$ cat config.mk
export PLATFORM = sky130hd
export DESIGN_NAME = mag_timer
export DESIGN_NICKNAME = d
export VERILOG_FILES = /design/src/rtl/mag_pkg.sv /design/src/rtl/bcd_digit_dec.sv /design/src/rtl/mag_timer.sv
export SDC_FILE = /design/constraint.sdc
export NUM_CORES = 1
export LEC_CHECK = 0
export BUFFER_PORTS_ARGS = -buffer_cell sky130_fd_sc_hd__buf_4
export CAP_MARGIN = 40
export CELL_PAD_IN_SITES_DETAIL_PLACEMENT = 1
export CELL_PAD_IN_SITES_GLOBAL_PLACEMENT = 2
export CORE_UTILIZATION = 35
export DETAILED_ROUTE_END_ITERATION = 10
export PLACE_DENSITY_LB_ADDON = 0.1
export SYNTH_ARGS = -nofsm -noshare
export SYNTH_HDL_FRONTEND = slang
export SYNTH_SLANG_ARGS = --single-unit
$ cat constraint.sdc
create_clock -name i_clk -period 4 [get_ports i_clk]
set_clock_uncertainty 0.05 [all_clocks]
set_input_delay 0.8 -clock i_clk [delete_from_list [all_inputs] [get_ports i_clk]]
set_output_delay 0.8 -clock i_clk [all_outputs]
set_load 0.02 [all_outputs]
$ cat src/rtl/mag_pkg.sv
// Shared encodings and BCD constants for the microwave cooking-time countdown.
package mag_pkg;

    localparam logic [1:0] ST_ENTRY  = 2'd0;
    localparam logic [1:0] ST_RUN    = 2'd1;
    localparam logic [1:0] ST_PAUSED = 2'd2;

    localparam logic [3:0] BCD_NINE     = 4'd9;
    localparam logic [3:0] SEC_TENS_MAX = 4'd5;

    typedef enum logic [1:0] {
        StEntry  = ST_ENTRY,
        StRun    = ST_RUN,
        StPaused = ST_PAUSED
    } mag_state_e;

    function automatic logic bcd_valid(input logic [3:0] digit);
        return digit <= BCD_NINE;
    endfunction

endpackage

$ cat src/rtl/bcd_digit_dec.sv
// One stage of the BCD borrow chain: decrement on borrow-in, wrap from 0 to i_wrap.
module bcd_digit_dec (
    input  logic [3:0] i_digit,
    input  logic       i_borrow_in,
    input  logic [3:0] i_wrap,
    output logic [3:0] o_digit,
    output logic       o_borrow_out
);

    always_comb begin
        o_digit      = i_digit;
        o_borrow_out = 1'b0;
        if (i_borrow_in) begin
            if (i_digit == 4'd0) begin
                o_digit      = i_wrap;
                o_borrow_out = 1'b1;
            end else begin
                o_digit = i_digit - 4'd1;
            end
        end
    end

endmodule

$ cat src/rtl/mag_timer.sv
// MM:SS countdown timer: keypad entry, one-second decrement while heating, time_over/done flags.
module mag_timer
    import mag_pkg::*;
#(
    parameter int unsigned DIV = 50_000_000
) (
    input  logic       i_clk,
    input  logic       i_nrst,
    input  logic       i_key_valid,
    input  logic [3:0] i_key_digit,
    input  logic       i_nclear,
    input  logic       i_mag_on,
    output logic [3:0] o_min_tens,
    output logic [3:0] o_min_units,
    output logic [3:0] o_sec_tens,
    output logic [3:0] o_sec_units,
    output logic       o_time_over,
    output logic       o_done
);

    localparam int unsigned     PW        = (DIV > 1) ? $clog2(DIV) : 1;
    localparam logic [PW-1:0]   PRESC_MAX = PW'(DIV - 1);

    mag_state_e    r_state, w_state_d;
    logic [15:0]   r_digits, w_digits_d;
    logic [PW-1:0] r_presc, w_presc_d;
    logic          r_time_over, w_time_over_d;
    logic          r_done, w_done_d;

    logic [15:0]   w_dec;
    logic          w_b_su, w_b_st, w_b_mu, w_b_mt;

    // Borrow chain; r_digits is {mt, mu, st, su}
    bcd_digit_dec u_dec_su (
        .i_digit      (r_digits[3:0]),
        .i_borrow_in  (1'b1),
        .i_wrap       (BCD_NINE),
        .o_digit      (w_dec[3:0]),
        .o_borrow_out (w_b_su)
    );

    bcd_digit_dec u_dec_st (
        .i_digit      (r_digits[7:4]),
        .i_borrow_in  (w_b_su),
        .i_wrap       (SEC_TENS_MAX),
        .o_digit      (w_dec[7:4]),
        .o_borrow_out (w_b_st)
    );

    bcd_digit_dec u_dec_mu (
        .i_digit      (r_digits[11:8]),
        .i_borrow_in  (w_b_st),
        .i_wrap       (BCD_NINE),
        .o_digit      (w_dec[11:8]),
        .o_borrow_out (w_b_mu)
    );

    bcd_digit_dec u_dec_mt (
        .i_digit      (r_digits[15:12]),
        .i_borrow_in  (w_b_mu),
        .i_wrap       (BCD_NINE),
        .o_digit      (w_dec[15:12]),
        .o_borrow_out (w_b_mt)
    );

    always_comb begin
        w_state_d  = r_state;
        w_digits_d = r_digits;
        w_presc_d  = r_presc;
        w_done_d   = 1'b0;

        if (!i_nclear) begin
            w_digits_d = 16'd0;
            w_presc_d  = '0;
            w_state_d  = StEntry;
        end else begin
            unique case (r_state)
                StEntry: begin
                    if (i_mag_on && (r_digits != 16'd0)) begin
                        w_state_d = StRun;
                        w_presc_d = '0;
                    end else if (i_key_valid && bcd_valid(i_key_digit)) begin
                        w_digits_d = {r_digits[11:0], i_key_digit};
                    end
                end
                StRun: begin
                    if (!i_mag_on) begin
                        w_state_d = StPaused;
                    end else if (r_presc == PRESC_MAX) begin
                        w_presc_d = '0;
                        // A borrow out of mt would mean a zero count; never decrement past 00:00
                        if (!w_b_mt) begin
                            w_digits_d = w_dec;
                            if (w_dec == 16'd0) begin
                                w_done_d  = 1'b1;
                                w_state_d = StEntry;
                            end
                        end
                    end else begin
                        w_presc_d = r_presc + 1'b1;
                    end
                end
                StPaused: begin
                    if (i_mag_on) begin
                        w_state_d = StRun;
                    end
                end
                default: begin
                    w_state_d = StEntry;
                end
            endcase
        end

        w_time_over_d = (w_digits_d == 16'd0);
    end

    always_ff @(posedge i_clk) begin
        if (!i_nrst) begin
            r_state     <= StEntry;
            r_digits    <= 16'd0;
            r_presc     <= '0;
            r_time_over <= 1'b1;
            r_done      <= 1'b0;
        end else begin
            r_state     <= w_state_d;
            r_digits    <= w_digits_d;
            r_presc     <= w_presc_d;
            r_time_over <= w_time_over_d;
            r_done      <= w_done_d;
        end
    end

    assign o_min_tens  = r_digits[15:12];
    assign o_min_units = r_digits[11:8];
    assign o_sec_tens  = r_digits[7:4];
    assign o_sec_units = r_digits[3:0];
    assign o_time_over = r_time_over;
    assign o_done      = r_done;

endmodule

======== After elaboration in Yosys (flattened, before gate mapping) ========
Cells that the tools add are included.
operators by class
  $add $sub $neg .......................... 5
  $lt $le $gt $ge ......................... 1
  equality and inequality tests ........... 9
  muxes and demuxes ....................... 33
  bitwise logic cells ..................... 5
  reduce and logical (&&, ||, !) cells .... 15
operators by type and width
  kind                                                                    count
  16-bit 2-to-1 mux                                                       6
  26-bit 2-to-1 mux                                                       3
  26-bit one-hot mux with 2 select lines                                  1
  16-bit zero test                                                        2
  16-bit one-hot mux with 2 select lines                                  1
  4-bit 2-to-1 mux                                                        7
  26-bit by 1-bit adder with 26-bit output (second input constant)        1
  26-bit equality test (second input constant)                            1
  4-bit zero test                                                         4
  16-bit nonzero test                                                     1
  4-bit by 1-bit subtractor with 4-bit output (second input constant)     4
  2-bit 2-to-1 mux                                                        6
  3-bit inequality test (second input constant)                           3
  1-bit 2-to-1 mux                                                        8
  2-bit inequality test (second input constant)                           3
  2-bit one-hot mux with 3 select lines                                   1
  6-bit OR reduction                                                      1
  1-bit inverter                                                          5
  5-bit AND reduction                                                     1
  4-bit <= comparator (second input constant)                             1
  3-bit AND reduction                                                     1
  2-bit by 1-bit equality test with 1-bit output (second input constant)  1
  2-bit equality test (second input constant)                             1
  1-bit logical AND                                                       2
  3 further kinds                                                         3
storage, ports and cells
  bits in registers ....................... 46
  bits of input ports ..................... 9
  output and inout bits ................... 18
  word-level logic and storage cells ...... 73

======== Logic depth before layout (Yosys ltp) ========
  word-level depth ........................ 11
  mapped depth ............................ 11
  depth with buffers taken out ............ 9

======== Modules after synthesis ========
From an unflattened synthesis, not the netlist that was laid out.
second synthesis, totals
  cell total of the unflattened synthesis .. 413
  area total of the unflattened synthesis .. 3,200.6 µm²
modules (own cells, without submodules)
  module         instances  cells an instance  area an instance (µm²)  seq. area each (µm²)
  mag_timer      1          321                2,560.0                 920.9
  bcd_digit_dec  4          23                 160.2                   0.0

======== Least setup slack after synthesis ========
OpenSTA, ideal clock, no wires.
  kind .................................... register to register
  start ................................... reg r_digits[1]
  end ..................................... reg r_time_over, in the netlist o_time_over
  library setup time ...................... 0.096 ns
  arrival ................................. 2.763 ns
  data required time ...................... 3.854 ns
  slack ................................... 1.092 ns
  stages on the path, launching flop included .. 11
  path buffers ............................ 1
  clock period less this slack ............ 2.908 ns
  cells stage by stage .................... dfxtp_1 inv_1 ha_1 or4b_1 clkbuf_1 or4_1 nor4_1 mux2_1 o21ai_0 o2111ai_1 o41ai_2
on the way
  cells in the longest elaborated chain, start to end .. 11
  elaborated cells on any way between the ends .. 20
  classes of those cells .................. add/sub: 1; mux: 15; reduce/logical: 4
RTL lines
  item                                                         RTL line             source
  start: declaration                                           mag_timer.sv:25      logic [15:0] r_digits, w_digits_d;
  start signal: assignment                                     mag_timer.sv:126     r_digits <= w_digits_d;
  4-bit zero test                                              bcd_digit_dec.sv:14  if (i_digit == 4'd0) begin
  1-bit 2-to-1 mux                                             bcd_digit_dec.sv:14
  1-bit 2-to-1 mux (2 in a row)                                bcd_digit_dec.sv:13  if (i_borrow_in) begin
  1-bit 2-to-1 mux / 4-bit 2-to-1 mux (equally long branches)  bcd_digit_dec.sv:13
  16-bit 2-to-1 mux                                            mag_timer.sv:92      if (!w_b_mt) begin
  16-bit 2-to-1 mux                                            mag_timer.sv:89      end else if (r_presc == PRESC_MAX) begin
  16-bit 2-to-1 mux                                            mag_timer.sv:87      if (!i_mag_on) begin
  16-bit one-hot mux with 2 select lines (*)                   mag_timer.sv:77      unique case (r_state)
  16-bit 2-to-1 mux (*)                                        mag_timer.sv:72      if (!i_nclear) begin
  16-bit zero test (*)                                         mag_timer.sv:114     w_time_over_d = (w_digits_d == 16'd0);
  end signal: assignment                                       mag_timer.sv:128     r_time_over <= w_time_over_d;
  end: declaration                                             mag_timer.sv:27      logic r_time_over, w_time_over_d;
Every way passes the cells marked *; elsewhere a longest branch is shown, timed or not.
A chain may end at the register's enable or synchronous reset.

======== Final worst setup path ========
Ends and elaborated chain as after synthesis.

==> metrics.csv <==
metric;value;unit
final period utilization;0.855;
Clock H-tree levels;2;
WP data required;4.18;ns
Post-Layout Inst Area;3550;µm²
mapped cell area;3140;µm²
drt total wl;11.2;mm
row cnt;34;
Detail Route Antenna Nets;0;
worst-margin pin slew;0.709;ns
drt drc;0;
Setup TNS;0;ns
element type at the critical path start;flop;
vias;3312;
fin crit period;3.42;ns
clock root cell;clkbuf_8;
Non-Filler Instances;538;
Arrival @ worst endpoint;3.60;ns
crit path capture type;flop;
DR iter-0 viols;240;
crit-path max cell delay;0.59;ns
sw frac;0.369;
power share of the clock group;0.269;
synth unique cells;74;
die extent in x;96.7;µm
# Post-CTS Setup Buffers;0;
Top Ports;27;
Psw;0.422;mW
P_int;0.722;mW
number of synthesized flops with an enable pin;0;
final setup violation count;0;
Max-slew headroom;0.525;
Placer Congestion;0.924;
crit path max-delay cell type;or4b_1;
post-DP HPWL;8.43;mm
leakage;1.26;nW
Bufs and invs on worst path;1;
Worst path depth;9;
clock-pin slew on the worst setup and hold paths;0.10;ns
fin nets;441;
Combinational Power Share;0.301;
sequential fraction of the synthesis area;0.293;
Setup WS post-layout;0.580;ns
placed cell area;3460;µm²
total core area;8720;µm²
RSZ-0062 raised after global routing;no;
grt ovf;0;
# placed instances;530;
FFs w/ async S/R, synth;0;
CP top delay family;simple AND/OR/NAND/NOR gates;
status;complete, no violations;
initial antenna violation count;0;
CP Class;reg2reg;
power density over the cells;322;nW/µm²
Tot Pwr;1.14;mW
Die Area;9350;µm²
worst r2r path cells;9;
worst r2r src;r_digits[1];
RR Endpoint;o_time_over;
Critical Path Source;r_digits[1];
clk_lat worst skew;0.32;ns
Mapped Cells;408;
largest net degree at the start of global routing;17;
Synth Net Count;420;
worst slack, placed;0.651;ns
maxcap violations;0;
Ant. Diodes;0;
CTS buffer count;5;
Max rail drop VDD;116;µV
worst-path fanout max;8;
share of layout cells above drive strength 1;0.170;
Reg power frac;0.430;
CP Capture Point;o_time_over;
FMAX;292;MHz
synthesis-stage register bit count;46;
Reg2Reg Setup Slack;0.58;ns
Port Buffer Count;26;
Initial Util;0.360;
vias in the first global route;3387;
cell-by-cell listing of the critical path;inv_1 > ha_1 > or4b_1 > or4_1 > nor4_1 > mux2_1 > o21ai_0 > o2111ai_1 > o41ai_2;
DR pass1 iterations;5;
Sink Count;46;
Fin. Hold Viols;0;
All-Layer GR Usage;0.246;
Ys Warns;0;
die height;96.7;µm
CTS resizes;0;
clock buffer depth;2;
P&R area growth vs syn;13.1;%
min-delay worst type;reg2reg;
vias per inst;6.16;
top_reg_cell synth;dfxtp_1;
wire per inst;20.7;µm
Mean Syn Cell Area;7.69;µm²
first-pass GRT wire length;18.3;mm
hold_buf cts;0;
TritonCTS clock tree;done;
Final Slew Violations;0;
[power groups by stage]
stage,Clock (mW),Sequential [mW],Combinational (mW)
3_5_place_dp,0,0.502,0.341
6_report,0.308,0.491,0.345
5_1_grt,0.344,0.494,0.373
4_1_cts,0.320,0.491,0.343
3_3_place_gp,0,0.502,0.342
2_1_floorplan,0,0.502,0.223
[layer usage]
| metal | up-vias | global-route usage | part of all wire |
|---|---|---|---|
| met5 | - | 0 | 0 |
| met4 | 0 | 0.103 | 0.030 |
| met3 | 24 | 0.0325 | 0.044 |
| met2 | 100 | 0.437 | 0.51 |
| met1 | 1612 | 0.295 | 0.42 |
| li1 | 1576 | - | - |
[stage by stage]
step | util | hold WS [ns]
3_5_place_dp | 0.397 | 0.455
2_1_floorplan | - | 0.421
6_report | 0.407 | 0.470
5_1_grt | 0.407 | 0.478
4_1_cts | 0.407 | 0.465
3_3_place_gp | 0.397 | 0.440
[tightest hold or removal path, delay by kind of cell, from the launching register on]
kind	cells	cell delay, ns
DFF	1	0.35
xor gates and xnor gates	1	0.07
and+or+nand+nor	1	0.07
[placed cells by master (no fill, tap or decap), drive strengths merged, types with 4 or more instances in the layout]
master and n:
mux2 4, and4 6, and3 7, buf 40, nand2 29, nor4 14
a21oi 17, o21ai 20, o211ai 4, inv 11, o2111ai 4, o31ai 4
nand2b 4, nor3 12, or2 5, o41ai 6, nand4 14, clkbuf 5
xor2 9, nand3 17, a31oi 15, dfxtp 46, a21boi 4, xnor2 10
nor2 65
[area by class of cell]
type                            count  area [µm²]
Multi-Input combinational cell    326        2070
Clock buffer                        5        68.8
Sequential cell                    46         921
Inverter                           10        37.5
Clock inverter                      3        18.8
Timing Repair Buffer               40         300
Fill cell                        1078        5170
Tap cell                          108         135
[synth_stat cells, types with 2 or more instances]
cell | count | share of area
nor2_1 | 65 | 0.078
dfxtp_1 | 46 | 0.29
nand2_1 | 29 | 0.035
o21ai_0 | 20 | 0.032
a21oi_1 | 17 | 0.027
clkbuf_1 | 17 | 0.020
nand3_1 | 16 | 0.026
a31oi_1 | 15 | 0.030
nand4_1 | 12 | 0.024
nor3_1 | 12 | 0.019
nor4_1 | 10 | 0.020
xnor2_1 | 10 | 0.028
inv_1 | 9 | 0.011
xor2_1 | 9 | 0.025
and3_1 | 7 | 0.014
and4_1 | 5 | 0.014
buf_2 | 5 | 0.0080
o41ai_1 | 5 | 0.014
or2_2 | 5 | 0.010
a21boi_0 | 4 | 0.0096
nand2b_1 | 4 | 0.0080
o2111ai_1 | 4 | 0.011
o211ai_1 | 4 | 0.0096
a211oi_1 | 3 | 0.0072
a41oi_1 | 3 | 0.0084
and2_1 | 3 | 0.0060
ha_1 | 3 | 0.012
mux2i_1 | 3 | 0.0096
or3_1 | 3 | 0.0060
a211o_1 | 2 | 0.0056
a22oi_1 | 2 | 0.0048
buf_4 | 2 | 0.0048
mux2_1 | 2 | 0.0072
mux2_2 | 2 | 0.0072
nand3b_1 | 2 | 0.0048
nand4_2 | 2 | 0.0080
nor4_2 | 2 | 0.0080
nor4_4 | 2 | 0.014
o21a_1 | 2 | 0.0048
o221ai_1 | 2 | 0.0056
o22ai_1 | 2 | 0.0040
o31ai_1 | 2 | 0.0048
o31ai_2 | 2 | 0.0080
or4_1 | 2 | 0.0048
[kinds of logic (layout without fill, tap and decap cells)]
group                    count (synthesis)  after routing  share of synthesized area
AND/OR/NAND/NOR                        192            192                      0.331
AO/OA/AOI/OAI                          105            105                      0.237
flip-flops                              46             46                      0.293
buffers and inverters                   36             58                     0.0498
XOR/XNOR                                19             19                     0.0530
multiplexers                             7              7                     0.0239
adder cells (fa/ha/maj)                  3              3                     0.0120
[state kept, by name (all words and copies together), names as in the netlist]
| register | count |
|---|---|
| o_time_over | 1 |
| r_digits | 16 |
| o_done | 1 |
| r_state | 2 |
| r_presc | 26 |
[worst min-delay path by stage]
stage	startpoint	to	slack, ns	cells after the start
after floorplan	r_presc[25]	r_presc[25]	0.42	2
after global placement	r_presc[25]	r_presc[25]	0.44	2
after detailed placement	r_presc[6]	r_presc[7]	0.46	2
after CTS	r_presc[6]	r_presc[7]	0.46	2
after global routing	r_presc[6]	r_presc[7]	0.48	2
final	r_presc[25]	r_presc[25]	0.47	2
No activity file was read; power rests on OpenSTA's default activity.
